`config.mk`:
```
export PLATFORM = sky130hd
export DESIGN_NAME = s_protocol_adapter_egress
export DESIGN_NICKNAME = d
export VERILOG_FILES = /design/src/rtl/s_protocol_adapter_egress.sv
export SDC_FILE = /design/constraint.sdc
export NUM_CORES = 1
export LEC_CHECK = 0
export CORE_MARGIN = 1.5
export CORE_UTILIZATION = 55
export CTS_CLUSTER_DIAMETER = 30
export DETAILED_ROUTE_END_ITERATION = 7
export PLACE_DENSITY_LB_ADDON = 0.2
export SLEW_MARGIN = 20
export SYNTH_ARGS = -nofsm -noshare
export SYNTH_HDL_FRONTEND = slang
export SYNTH_SLANG_ARGS = --single-unit
```
`constraint.sdc`:
```
create_clock -name clk_line -period 7.9 [get_ports clk_line]
set_clock_uncertainty 0.05 [all_clocks]
set_input_delay 0.79 -clock clk_line [delete_from_list [all_inputs] [get_ports clk_line]]
set_output_delay 0.79 -clock clk_line [all_outputs]
set_load 0.1 [all_outputs]
```
`src/rtl/s_protocol_adapter_egress.sv`:
```
// Transmit-side packet adapter from the MoSAIC fabric to open-nic-shell.
// Buffers AXI-Stream beats, releases whole or cut-through packets, and flags TKEEP violations.
module s_protocol_adapter_egress #(
    parameter int DEPTH        = 16,
    parameter int BP_THRESHOLD = 12,
    parameter int STORE_FWD    = 1
) (
    input  logic        clk_line,
    input  logic        rst,
    input  logic        backpressure_in,
    output logic        backpressure_out,
    input  logic        stream_in_TLAST,
    input  logic        stream_in_TVALID,
    output logic        stream_in_TREADY,
    input  logic [31:0] stream_in_TDATA,
    input  logic [3:0]  stream_in_TKEEP,
    output logic        stream_out_TLAST,
    output logic        stream_out_TVALID,
    input  logic        stream_out_TREADY,
    output logic [31:0] stream_out_TDATA,
    output logic [3:0]  stream_out_TKEEP,
    output logic        protocol_err
);

    localparam int AW = $clog2(DEPTH);
    localparam int CW = AW + 1;

    localparam logic [0:0] IDLE = 1'b0;
    localparam logic [0:0] SEND = 1'b1;

    logic [36:0]   mem_q [DEPTH];
    logic [AW-1:0] wrPtr_q, wrPtr_d;
    logic [AW-1:0] rdPtr_q, rdPtr_d;
    logic [CW-1:0] occ_q, occ_d;
    logic [CW-1:0] pktCount_q, pktCount_d;
    logic          bp_q, bp_d;
    logic          err_q, err_d;
    logic [0:0]    state_q, state_d;

    logic          full, empty, wrEn, rdEn, keepBad, releasable;
    logic [36:0]   head;

    assign full  = (occ_q == CW'(DEPTH));
    assign empty = (occ_q == '0);
    assign head  = mem_q[rdPtr_q];
    assign wrEn  = stream_in_TVALID && !full;
    assign rdEn  = (state_q == SEND) && !empty && stream_out_TREADY;

    assign stream_in_TREADY  = !full;
    assign stream_out_TVALID = (state_q == SEND) && !empty;
    assign stream_out_TLAST  = head[36];
    assign stream_out_TKEEP  = head[35:32];
    assign stream_out_TDATA  = head[31:0];
    assign backpressure_out  = bp_q;
    assign protocol_err      = err_q;

    // Non-last beats must be full words; a last beat may only be a contiguous low-byte prefix.
    always_comb begin
        keepBad = 1'b0;
        if (!stream_in_TLAST) begin
            keepBad = (stream_in_TKEEP != 4'hF);
        end else begin
            case (stream_in_TKEEP)
                4'h1, 4'h3, 4'h7, 4'hF: keepBad = 1'b0;
                default:                keepBad = 1'b1;
            endcase
        end
    end

    // A full FIFO with no complete packet must still drain, otherwise an oversize packet deadlocks.
    always_comb begin
        releasable = 1'b0;
        if (STORE_FWD != 0) begin
            releasable = (pktCount_q != '0) || full;
        end else begin
            releasable = !empty;
        end
    end

    always_comb begin
        wrPtr_d    = wrPtr_q;
        rdPtr_d    = rdPtr_q;
        occ_d      = occ_q;
        pktCount_d = pktCount_q;
        state_d    = state_q;
        if (wrEn) begin
            wrPtr_d = wrPtr_q + AW'(1);
        end
        if (rdEn) begin
            rdPtr_d = rdPtr_q + AW'(1);
        end
        case ({wrEn, rdEn})
            2'b10:   occ_d = occ_q + CW'(1);
            2'b01:   occ_d = occ_q - CW'(1);
            default: occ_d = occ_q;
        endcase
        case ({wrEn && stream_in_TLAST, rdEn && head[36]})
            2'b10:   pktCount_d = pktCount_q + CW'(1);
            2'b01:   pktCount_d = pktCount_q - CW'(1);
            default: pktCount_d = pktCount_q;
        endcase
        bp_d  = (occ_d >= CW'(BP_THRESHOLD));
        err_d = err_q || (wrEn && keepBad);
        case (state_q)
            IDLE: begin
                if (!backpressure_in && releasable) begin
                    state_d = SEND;
                end
            end
            SEND: begin
                if (rdEn && head[36]) begin
                    state_d = IDLE;
                end
            end
            default: state_d = IDLE;
        endcase
    end

    always_ff @(posedge clk_line) begin
        if (rst) begin
            wrPtr_q    <= '0;
            rdPtr_q    <= '0;
            occ_q      <= '0;
            pktCount_q <= '0;
            bp_q       <= 1'b0;
            err_q      <= 1'b0;
            state_q    <= IDLE;
        end else begin
            wrPtr_q    <= wrPtr_d;
            rdPtr_q    <= rdPtr_d;
            occ_q      <= occ_d;
            pktCount_q <= pktCount_d;
            bp_q       <= bp_d;
            err_q      <= err_d;
            state_q    <= state_d;
        end
    end

    always_ff @(posedge clk_line) begin
        if (wrEn) begin
            mem_q[wrPtr_q] <= {stream_in_TLAST, stream_in_TKEEP, stream_in_TDATA};
        end
    end

endmodule

```
==> summary.md, run 1 <==
The met3 global-route usage came out at 4.54%. The number of clock buffers added by TritonCTS is 111. The worst setup path is captured at a primary output.

The initial cell density of the core is 55.6%, and the remaining design rule violation count is 0. The tools report the worst vdd rail ir drop as 0.195 mV. The worst setup path is of the reg -> out kind. The proportion of layout cells with a drive suffix above 1 came out at 26.6%. The layout has 2598 filler cells. The post-DP HPWL is 23.6 mm, and the async set or reset register ratio after synthesis is 0%. The number of antenna violations at the first check in global routing is 1, and the share of the synthesized area in the top cell type is 74.2%. Dividing the final minimum period by the clock period gives 66.5%. Data on the critical path is required at its endpoint by 7060 ps. The critical path goes through buf_4 -> mux4_1 -> mux4_2 -> clkdlybuf4s50_1. Across the run, the number of max-cap violations was 0. For the count of TritonRoute iterations in the first routing pass, the log shows 5.

The cell count after synthesis came out at 986. The largest area contributor in the synthesized netlist was sky130_fd_sc_hd__edfxtp_1. The top flip-flop cell by instance count after synthesis is sky130_fd_sc_hd__edfxtp_1. In this run the post-CTS setup repair buffer count came out at 0. The most repeated cell in the gate-level netlist after synthesis was sky130_fd_sc_hd__edfxtp_1. For this design the top-level I/O count stands at 83.

Entering global routing, the biggest net connects 71 pins. The logs give 11500 for the number of global-route vias before repair and 22.7% for the global router's overall resource usage. The final period demand of the worst path was 5250 ps; the number of synthesis warnings was 0. The number of max-slew violations in the final report is 0, and the buffer and inverter count on the worst path is 2. By count the netlist is led by sky130_fd_sc_hd__edfxtp_1, sky130_fd_sc_hd__mux4_2, sky130_fd_sc_hd__mux4_1. In this run the worst hold path is classified as reg -> reg. The met2 track demand over resource came out at 36.3%.

In this run the worst path has a maximum fanout of 47. The number of antenna diodes in the final layout is 0. For this run, the slowest stage of the critical path takes 1000 ps. CTS built an H-tree with a depth of 3. Synthesized area: 0.0240 sq mm. The tools report the detailed-route via count as 10900. The detail-routed net length per standard cell was 26.4 um; the average cell area after synthesis was 24.3 sq um. After synthesis the netlist holds a flip-flop and latch count of 617. The die covers 0.0448 sq mm.

No sink is reached through more buffers than the 3 on the longest clock path. Counting every net in the synthesized netlist gives 1041. The tools report the wire length of the first global-routing pass as 72.1 mm.

The clock input transition at the sequential cells of the worst setup and hold paths is 50 ps, and the clock insertion delay at the later pin of the skew report is 630 ps. The clock net in this run drives a total of 617 sinks. The global routing stage identified its most utilized layer as met2. Final routed wirelength across all metal layers: 48.5 mm. The count of different cell masters after synthesis is 43, and the post-cts resize count is 0. Yosys mapped a number of flops with a built-in enable equal to 592. The startpoint type of the worst setup path is a flip-flop. The final antenna-violating net count was 0; the die width was 212 um. For the final number of hold-violating endpoints, the log shows 0. In this run the clock root is driven by a sky130_fd_sc_hd__clkbuf_16. For this run, the post-layout net count is 1210.

The share of the Yosys chip area taken by registers is 76.2%. For the final setup violation count, the log shows 0. TritonCTS built the clock tree. At the end of the flow the core is filled with cells to 68.3%. Hold repair after CTS inserted 0 buffers. Compared with the post-synthesis result, the final layout area differs by 22.8%. The run finished with clean final reports.

The row count is 76. After synthesis, the cell types taking the most area are sky130_fd_sc_hd__edfxtp_1, sky130_fd_sc_hd__mux4_1, sky130_fd_sc_hd__mux4_2, sky130_fd_sc_hd__dfxtp_1, sky130_fd_sc_hd__buf_6. During placement, the flow inserted port buffers numbering 82. The dominant delay contributor by cell family on the critical path is buffers and inverters.

The total power divided by cell area works out to 303 mW/mm^2. The total core area is 0.0431 sq mm. The logs give 4410 ps for the critical path data arrival time and 9.49 nW for the leakage dissipation. Vertical die dimension: 212 um. Across all register-to-register paths, the minimum setup slack is 3300 ps. For this run the aggregate overflow at the end of global routing stands at 0. Summed over all failing endpoints, the final setup total negative slack is 0 ps. The first routing iteration left 865 violations.

For the pin with the worst max-slew slack, the measured transition is 1070 ps. Setup repair after global routing left no endpoint under its margin. The congestion estimate from routability-driven global placement came to 0.739. The slowest stage of the critical path belongs to the cell sky130_fd_sc_hd__clkdlybuf4s50_1. The maximum achievable frequency was 190 MHz.

For this run, global-route usage on met1 was measured as 31.3%. Dividing the detail-routed via count by the number of cells gives 5.96. The worst pin sits at a relative slew slack of 28.7%.
power breakdown:
group / internal, W / total (W) / leakage, nW / switching, W
Sequential: 0.00364 / 0.00365 / 5.55 / 0.0000182
Combinational: 0.000121 / 0.000388 / 2.04 / 0.000267
Clock: 0.00323 / 0.00487 / 1.90 / 0.00164
Total: 0.00699 / 0.00892 / 9.49 / 0.00192
path summary, 6_finish.rpt:
path / cells after the start / to / from
min reg2reg: 2 / pktCount_q[4] / pktCount_q[4]
max: 4 / stream_out_TDATA[0] / flip-flop
max reg2reg: 13 / pktCount_q[4] / flip-flop
min: 2 / pktCount_q[4] / pktCount_q[4]
worst reg2reg max path, stage by stage, from the launching register on:
cell                      delay (ps)
sky130_fd_sc_hd__dfxtp_4         880
sky130_fd_sc_hd__buf_4           760
sky130_fd_sc_hd__mux4_2          370
sky130_fd_sc_hd__mux2i_1          70
sky130_fd_sc_hd__mux2i_1         430
sky130_fd_sc_hd__and2_1          240
sky130_fd_sc_hd__ha_1            230
sky130_fd_sc_hd__inv_1           100
sky130_fd_sc_hd__fa_1            380
sky130_fd_sc_hd__nor2b_1         150
sky130_fd_sc_hd__o21ai_0         110
sky130_fd_sc_hd__and3_1          200
sky130_fd_sc_hd__or4_1           390
sky130_fd_sc_hd__a21oi_1         150
final cells by class:
type | instances | area (sq um) | area share [%]
Clock buffer | 118 | 2830 | 9.60
Clock inverter | 90 | 1100 | 3.74
Inverter | 10 | 37.5 | 0.128
Multi-Input combinational cell | 308 | 5420 | 18.4
Sequential cell | 617 | 18300 | 62.2
Tap cell | 585 | 732 | 2.49
Timing Repair Buffer | 107 | 1020 | 3.47
logic make-up after synthesis:
group / count (synthesis) / share of synthesized area, %
flip-flops: 617 / 76.2
multiplexers: 190 / 18.9
AND/OR/NAND/NOR: 66 / 1.30
buffers and inverters: 61 / 1.60
AO/OA/AOI/OAI: 25 / 0.684
XOR/XNOR: 14 / 0.512
adder cells (fa/ha/maj): 13 / 0.710
flip-flops by register name, indices dropped and copies added (netlist names), named ones only:
name,flops
wrPtr_q,4
occ_q,5
mem_q,592
backpressure_out,1
state_q,1
protocol_err,1
pktCount_q,5
rdPtr_q,4
per-stage QoR:
stage	worst slack, ps	hold WS [ps]	instances	power [W]	instance area (sq um)
detailed placement	3250	433	1627	0.00411	25500
floorplan	3430	403	986	0.00397	24000
global placement	3270	419	1627	0.00410	25500
global route	2450	469	1835	0.00917	29400
finish	2650	446	1835	0.00892	29400
CTS	2550	444	1835	0.00898	29400
cells in the final DEF, fill, tap and decap left out, types with 3 or more instances in the layout:
cell / instances
sky130_fd_sc_hd__edfxtp_1: 592
sky130_fd_sc_hd__clkbuf_16: 112
sky130_fd_sc_hd__mux4_2: 94
sky130_fd_sc_hd__mux4_1: 90
sky130_fd_sc_hd__clkdlybuf4s50_1: 82
sky130_fd_sc_hd__buf_4: 24
sky130_fd_sc_hd__nor2_1: 21
sky130_fd_sc_hd__dfxtp_1: 21
sky130_fd_sc_hd__bufinv_16: 19
sky130_fd_sc_hd__clkinv_2: 16
sky130_fd_sc_hd__inv_6: 15
sky130_fd_sc_hd__clkinv_4: 15
sky130_fd_sc_hd__nor2_4: 12
sky130_fd_sc_hd__ha_1: 12
sky130_fd_sc_hd__clkinv_1: 12
sky130_fd_sc_hd__inv_1: 10
sky130_fd_sc_hd__a21oi_1: 10
sky130_fd_sc_hd__clkinvlp_4: 9
sky130_fd_sc_hd__xor2_1: 8
sky130_fd_sc_hd__nand2_1: 8
sky130_fd_sc_hd__mux2i_1: 6
sky130_fd_sc_hd__xnor2_1: 6
sky130_fd_sc_hd__clkbuf_1: 6
sky130_fd_sc_hd__nor3_2: 5
sky130_fd_sc_hd__nand2b_1: 4
sky130_fd_sc_hd__o31a_1: 3
sky130_fd_sc_hd__dfxtp_4: 3
routing by layer:
metal	vias to the layer above	part of all wire, %
li1	4673	-
met1	5803	41
met2	382	50
met3	83	6.4
met4	2	2.2
met5	-	0.027
Power figures use the tool's default switching activity.
==> run 2, diff against run 1 <==
clock period = 4.8 ns   (was 7.9 ns; I/O delays follow)
==> run 2 against run 1 <==
Net effect: non-clock buffer count grew 13; global-route usage grew 0.88 points; worst hold slack lost 2.1 ps; routed wire length grew 4.8%; setup slack lost 2200 ps; critical path depth is the same; largest power group unchanged; count of clock-buffer cells in the layout grew 2; critical endpoint is now stream_out_TKEEP[0]; sequential share of layout area shrank 0.35 points.
==> summary.md, run 2 (synthesis gave the netlist of run 1 again) <==
The largest fanout of any net on the critical path was 32 (-32%). The logs give 0.00317 W (+65%) for the power dissipated by switching net loads and 5 (unchanged) for the count of TritonRoute iterations in the first routing pass. Worst slew slack as a fraction of its limit: 33.0% (+4.3 points). The run finished with clean final reports. The total design power was 0.0150 W (+68%); the clock input transition at the sequential cells of the worst setup and hold paths was 50 ps (about the same).

The tightest min-delay check is of the reg -> reg type. The run gives 3 (unchanged) as the buffer levels on the longest clock path. The signal on the critical path passes through buf_4 -> mux4_1 -> mux4_2 -> clkdlybuf4s50_1. The logs give 0 (unchanged) for the number of max-slew violations in the final report and 83 (unchanged) for the number of primary I/O pins. Global router's overall resource usage: 23.6% (+0.88 points). Based on the critical path, the design can be clocked at up to 227 MHz.

The total cell area at the placement stage was 0.0255 sq mm (+0.19%); the fraction of power consumed by the clock network was 55.5% (+0.8 points). The critical path data arrival time was 3870 ps (-540 ps). Setup repair after global routing left no endpoint under its margin. The run gives 111 (unchanged) as the number of buffers created by CTS. The library cells used most frequently in the layout, excluding fill and tap cells, are sky130_fd_sc_hd__edfxtp_1, sky130_fd_sc_hd__clkbuf_16, sky130_fd_sc_hd__mux4_2.

The final setup violation count was 0 (unchanged). For the setup TNS after final layout, the log shows 0 ps (unchanged). mem_q holds more flip-flops than any other register. The share of the core filled with cells in the final layout came out at 68.7% (+0.38 points). The footprint of the flip-flops and latches is 0.0183 sq mm (unchanged), and the area added between synthesis and finish is 23.4%.

The detail-routed net length per standard cell was 27.5 um (+4.3%); the final number of hold-violating endpoints was 0 (unchanged). The tools report the H-tree depth reported by CTS as 3 (unchanged). The run gives 40.2% (-0.8 points) as the fraction of power consumed by sequential logic.

For the routability-driven placement congestion ratio, the log shows 0.739 (about the same). The startpoint-to-endpoint class of the critical path was reg -> out. The logs give 0.0296 sq mm (+0.56%) for the post-route cell area and 24.9 mm (+5.5%) for the post-DP HPWL. The number of fill cells in the layout was 2602 (+0.15%); the total core area was 0.0431 sq mm (unchanged). Number of global-route vias before repair: 11800 (+2.2%).

The tools report the cts-stage hold buffer count as 0 (unchanged). Vertical die dimension: 212 um (unchanged). For the area used by multi-input combinational logic, the log shows 0.00542 sq mm (unchanged). The worst setup path is launched from a flip-flop. The required time reported for the critical path endpoint was 4270 ps (-2790 ps); the combinational share of power was 4.3% (about the same). The number of clock sinks seen by CTS is 617 (unchanged), and the count of port buffers added during placement is 82 (unchanged). Proportion of layout cells with a drive suffix above 1: 29.6% (+3.0 points). The post-cts resize count was 0 (unchanged).

The full die area is 0.0448 sq mm (unchanged), and the largest net degree at the start of global routing is 84 (+18%). Remaining design rule violation count: 0 (unchanged). Initial cell density of the core: 55.6% (unchanged). The logs give 0 (unchanged) for the max-cap violation count and 0.315 mV (+61%) for the worst vdd rail ir drop. The final worst slack was 403 ps (-2240 ps); the DRC violation total after the first TritonRoute iteration was 917 (+6.0%). The worst stage delay on the critical path works out to 990 ps (about the same). The clock insertion delay at the later pin of the skew report is 640 ps (about the same).

The internal power of the cells was 0.0118 W (+69%); the total power divided by cell area was 506 mW/mm^2 (+67%). The residual overflow from global routing was 0 (unchanged); the fraction of power spent switching nets was 21.2% (-0.41 points). The logs give 0 (unchanged) for the final antenna-violating net count and 11100 (+1.2%) for the detailed-route via count. The count of buffers added by post-CTS timing repair for setup is 0 (unchanged).

The run gives 1050 ps (-2190 ps) as the worst-case setup slack after placement. The tools report the row count as 76 (unchanged). The number of flip-flops in the largest register was 592 (unchanged). For the number of antenna violations at the first check in global routing, the log shows 2 (+1). The library cell used most frequently in the layout, excluding fill and tap cells, is sky130_fd_sc_hd__edfxtp_1.

The run gives 1223 (+1.1%) as the net count of the finished layout. The transition time of the tightest slew-check pin is 1000 ps (-67.4 ps). Among all stages on the critical path, the largest delay is contributed by sky130_fd_sc_hd__clkdlybuf4s50_1. The worst setup path is captured at a primary output. Die width: 212 um (unchanged). TritonCTS built the clock tree. For the wire length of the first global-routing pass, the log shows 74.8 mm (+3.8%). The largest registers in the layout are mem_q x592, occ_q x5, pktCount_q x5. The detail-routed via count per cell came out at 6.01 (+0.70%). The leakage dissipation is 9.62 nW (+1.4%). The final routed wirelength across all metal layers was 50.8 mm (+4.8%). The final period demand of the worst path is 4400 ps, and the post-route fraction of the period consumed by the critical path is 91.6%.

The tools report the clock root buffer as sky130_fd_sc_hd__clkbuf_16.
-- run 2: cell types whose count changed in the layout (fill, tap and decap cells not counted), sizes merged --
cell,delta
buf,+38
diode,+1
inv,-7
clkdlybuf4s50,-25
clkbuf,+2
clkinv,-12
clkinvlp,+7
bufinv,+5
-- run 2: area by class of cell --
cell class / instances / share of cell area (%)
tap: 585 / 2.47
sequential: 617 / 61.8
inverter: 10 / 0.127
antenna: 1 / 0.00846
timing repair buffer: 120 / 3.61
multi-input combinational: 308 / 18.3
clock inverter: 83 / 3.94
clock buffer: 120 / 9.71
-- run 2: critical path: cells and delay by family (launching register included) --
family | cells | cell delay, ps
buf+inv | 2 | 1360
mux | 2 | 1140
flops | 1 | 690
-- run 2: power by group through the flow --
stage               Combinational [W]  Sequential (W)  Clock (W)
floorplan                    0.000428         0.00611          0
global placement             0.000635         0.00611          0
detailed placement           0.000643         0.00612          0
CTS                          0.000647         0.00602    0.00842
global route                 0.000672         0.00602    0.00866
finish                       0.000642         0.00602    0.00832
-- run 2: metrics by stage --
stage                     cells  hold WS [ps]
after floorplan             986           403
after global routing       1844           459
final                      1844           444
after global placement     1640           421
after detailed placement   1640           429
after CTS                  1843           442
-- run 2: worst paths after layout --
kind	start	end	slack, ps	depth (start not counted)
hold reg to reg	protocol_err	protocol_err	440	1
setup reg to reg	flip-flop	pktCount_q[4]	1100	11
setup / recovery	flip-flop	stream_out_TKEEP[0]	400	4
hold / removal	protocol_err	protocol_err	440	1
-- run 2: metal layers --
metal / part of all wire [%] / vias up / global-route usage [%] / routed length (um)
met1: 42 / 5863 / 32.6 / 21300
li1: - / 4699 / - / -
met5: 0.018 / - / 0 / 9
met4: 1.6 / 2 / 7.91 / 812
met3: 6.5 / 74 / 4.73 / 3320
met2: 50 / 436 / 38.1 / 25300
==> run 3, diff against run 2 <==
CTS_CLUSTER_DIAMETER = default   (was 30)
HOLD_SLACK_MARGIN = 0.08   (was default)
==> run 3 against run 2 <==
Net effect: clock power is 43% lower; first-iteration DRC count unchanged; routed wire length decreased by 7.4%; largest power group is now registers.
==> summary.md, run 3 (synthesis gave the netlist of run 1 again) <==
The count of buffers added by post-CTS timing repair for setup came out at 0 (unchanged). Post-cts resize count: 0 (unchanged). Leakage dissipation: 8.67 nW (-9.9%). Cts-stage hold buffer count: 0 (unchanged). Buffer levels on the longest clock path: 3 (unchanged). The fraction of power consumed by the clock network is 41.8% (-14 points), and the number of flip-flops in the largest register is 592 (unchanged). The setup path with the least slack is of type reg -> out.

The largest fanout of any net on the critical path works out to 32 (unchanged). The full die area came out at 0.0448 sq mm (unchanged). For the residual overflow from global routing, the log shows 0 (unchanged). The area added between synthesis and finish was 15.0%; the required time reported for the critical path endpoint was 4270 ps (about the same). The count of port buffers added during placement was 82 (unchanged). TritonCTS built the clock tree. Traced cell by cell, the critical path runs through buf_4 -> mux4_1 -> mux4_2 -> clkdlybuf4s50_1.

The min-delay analysis places its worst path in the category reg -> reg. The clock insertion delay at the later pin of the skew report came out at 610 ps (-30 ps). For the setup TNS after final layout, the log shows 0 ps (unchanged). Setup repair after global routing left no endpoint under its margin. The transition time of the tightest slew-check pin is 1000 ps (+2.12 ps), and the combinational share of power is 5.6% (+1.3 points). The tools report the reg-to-reg critical path endpoint as pktCount_q[4]. For the detailed-route via count, the log shows 10600 (-4.2%). STA classifies the critical path startpoint as a flip-flop. Remaining design rule violation count: 0 (unchanged). Power dissipated by switching net loads: 0.00244 W (-23%).

The clock root buffer is sky130_fd_sc_hd__clkbuf_16. The number of buffers created by CTS was 60 (-46%); the cell count of the worst hold path was 1 (unchanged). The tools report the endpoint of the worst hold-timing path as protocol_err.

The post-DP HPWL was 24.9 mm (unchanged); the final setup violation count was 0 (unchanged). More flip-flops sit in one register than any other, and that register is mem_q. The tools report the routability-driven placement congestion ratio as 0.739 (unchanged).

The flow ran to the end, and the final reports show no timing, DRC or antenna violations. The top cell types in the final layout, fill and taps aside, are sky130_fd_sc_hd__edfxtp_1, sky130_fd_sc_hd__mux4_2, sky130_fd_sc_hd__mux4_1. The internal power of the cells is 0.00896 W (-24%). The tools report the fraction of power consumed by sequential logic as 52.6% (+12 points).

The number of primary I/O pins is 83 (unchanged). The die width is 212 um (unchanged), and the count of TritonRoute iterations in the first routing pass is 7 (+2). The run gives 10900 (-7.1%) as the number of global-route vias before repair.

The tools report the number of max-slew violations in the final report as 0 (unchanged). For the area used by multi-input combinational logic, the log shows 0.00542 sq mm (unchanged). The worst-case reg-to-reg path depth is 11 (unchanged). The proportion of layout cells with a drive suffix above 1 is 23.5% (-6.1 points), and the fraction of power spent switching nets is 21.4% (+0.19 points).

The worst stage delay on the critical path is 990 ps (about the same). The final antenna-violating net count came out at 0 (unchanged). Cell with the biggest individual delay on the critical path: sky130_fd_sc_hd__clkdlybuf4s50_1. The detail-routed net length per standard cell is 26.9 um (-2.5%), and the largest net degree at the start of global routing is 84 (unchanged). The number of fill cells in the layout is 2840 (+9.1%). The total power divided by cell area is 414 mW/mm^2 (-18%), and the total design power is 0.0114 W (-24%).

The tools report the kind of capture point of the worst setup path as a primary output. Worst-case register-to-register setup slack: 1170 ps (+70 ps). The total instance count after detailed placement was 1640 (unchanged); the initial cell density of the core was 55.6% (unchanged). The critical path data arrival time was 3800 ps (-70 ps); the post-route fraction of the period consumed by the critical path was 90.2% (-1.4 points).

The tools report the total core area as 0.0431 sq mm (unchanged). Leaving out fill and tap cells, the most frequent cell in the layout is sky130_fd_sc_hd__edfxtp_1. The tools report the worst vdd rail ir drop as 0.324 mV (+3.2%). The clock input transition at the sequential cells of the worst setup and hold paths is 60 ps (about the same), and the H-tree depth reported by CTS is 2 (-1).

In the final layout, the registers with the most flip-flops are mem_q x592, occ_q x5, pktCount_q x5. The run gives 69.7 mm (-6.8%) as the wire length of the first global-routing pass. For the max-cap violation count, the log shows 0 (unchanged).

The global router's overall resource usage is 21.7% (-1.8 points), and the final routed wirelength across all metal layers is 47.0 mm (-7.4%). The vertical die dimension is 212 um (unchanged). The maximum achievable frequency came out at 231 MHz (+1.5%). Net count of the finished layout: 1172 (-4.2%). The worst slew slack as a fraction of its limit is 32.8% (-0.14 points), and the row count is 76 (unchanged). The worst hold path begins at protocol_err. The count of inserted antenna diode cells was 0 (-1).

The final period demand of the worst path was 4330 ps (-66.1 ps); the number of clock sinks seen by CTS was 617 (unchanged). The DRC violation total after the first TritonRoute iteration was 917 (unchanged); the final number of hold-violating endpoints was 0 (unchanged). The number of antenna violations at the first check in global routing is 0 (-2). For the number of standard cells in the final layout excluding fillers, the log shows 1751 (-5.0%). The detail-routed via count per cell is 6.06 (+0.89%). The footprint of the flip-flops and latches is 0.0183 sq mm (unchanged).
-- run 3: cell count changes in the layout (fill, tap and decap cells not counted), moves of 2 or more --
cell,delta
sky130_fd_sc_hd__clkinv_16,-2
sky130_fd_sc_hd__clkbuf_8,-2
sky130_fd_sc_hd__clkinvlp_4,-12
sky130_fd_sc_hd__clkinv_2,-6
sky130_fd_sc_hd__clkinv_1,+8
sky130_fd_sc_hd__inv_6,-5
sky130_fd_sc_hd__bufinv_16,-15
sky130_fd_sc_hd__clkbuf_16,-52
sky130_fd_sc_hd__clkinv_4,-3
sky130_fd_sc_hd__clkbuf_1,-2
-- run 3: layer usage --
metal / GRT usage, % / wire, um
met5: 0 / 0
met4: 4.66 / 775
met3: 3.93 / 2750
met1: 31.7 / 20400
met2: 35.0 / 23100
-- run 3: stage by stage --
| stage | setup WS, ps | hold slack, ps | cell area (sq um) | utilization, % |
|---|---|---|---|---|
| floorplan | 331 | 403 | 24000 | - |
| global placement | 1090 | 421 | 25500 | 59.3 |
| finish | 469 | 447 | 27600 | 64.0 |
| global route | 332 | 463 | 27600 | 64.0 |
| detailed placement | 1050 | 429 | 25500 | 59.3 |
| CTS | 392 | 447 | 27600 | 64.0 |
-- run 3: worst max-delay path by stage --
stage	slack (ps)	cells past startpoint	to	start
finish	470	4	stream_out_TKEEP[3]	flip-flop
global route	330	4	stream_out_TKEEP[3]	flip-flop
CTS	390	4	stream_out_TKEEP[3]	flip-flop
detailed placement	1050	4	stream_out_TKEEP[3]	flip-flop
global placement	1090	4	stream_out_TKEEP[0]	flip-flop
floorplan	330	14	pktCount_q[4]	flip-flop
-- run 3: final cells by class --
type | instances | share of cell area, %
timing repair buffer | 120 | 3.88
tap | 585 | 2.66
sequential | 617 | 66.4
clock buffer | 64 | 5.58
multi-input combinational | 308 | 19.7
clock inverter | 47 | 1.73
inverter | 10 | 0.136
-- run 3: power groups by stage --
stage          Combinational, W  Sequential (W)  Clock (W)
2_1_floorplan          0.000428         0.00611          0
3_3_place_gp           0.000635         0.00611          0
3_5_place_dp           0.000643         0.00612          0
4_1_cts                0.000645         0.00600    0.00484
5_1_grt                0.000671         0.00600    0.00506
6_report               0.000637         0.00600    0.00476
-- run 3: critical path, delay by kind of cell, from the launching register on --
kind / cells / cell delay [ps]
multiplexers: 2 / 1110
flip-flops: 1 / 710
buffers and inverters: 2 / 1350
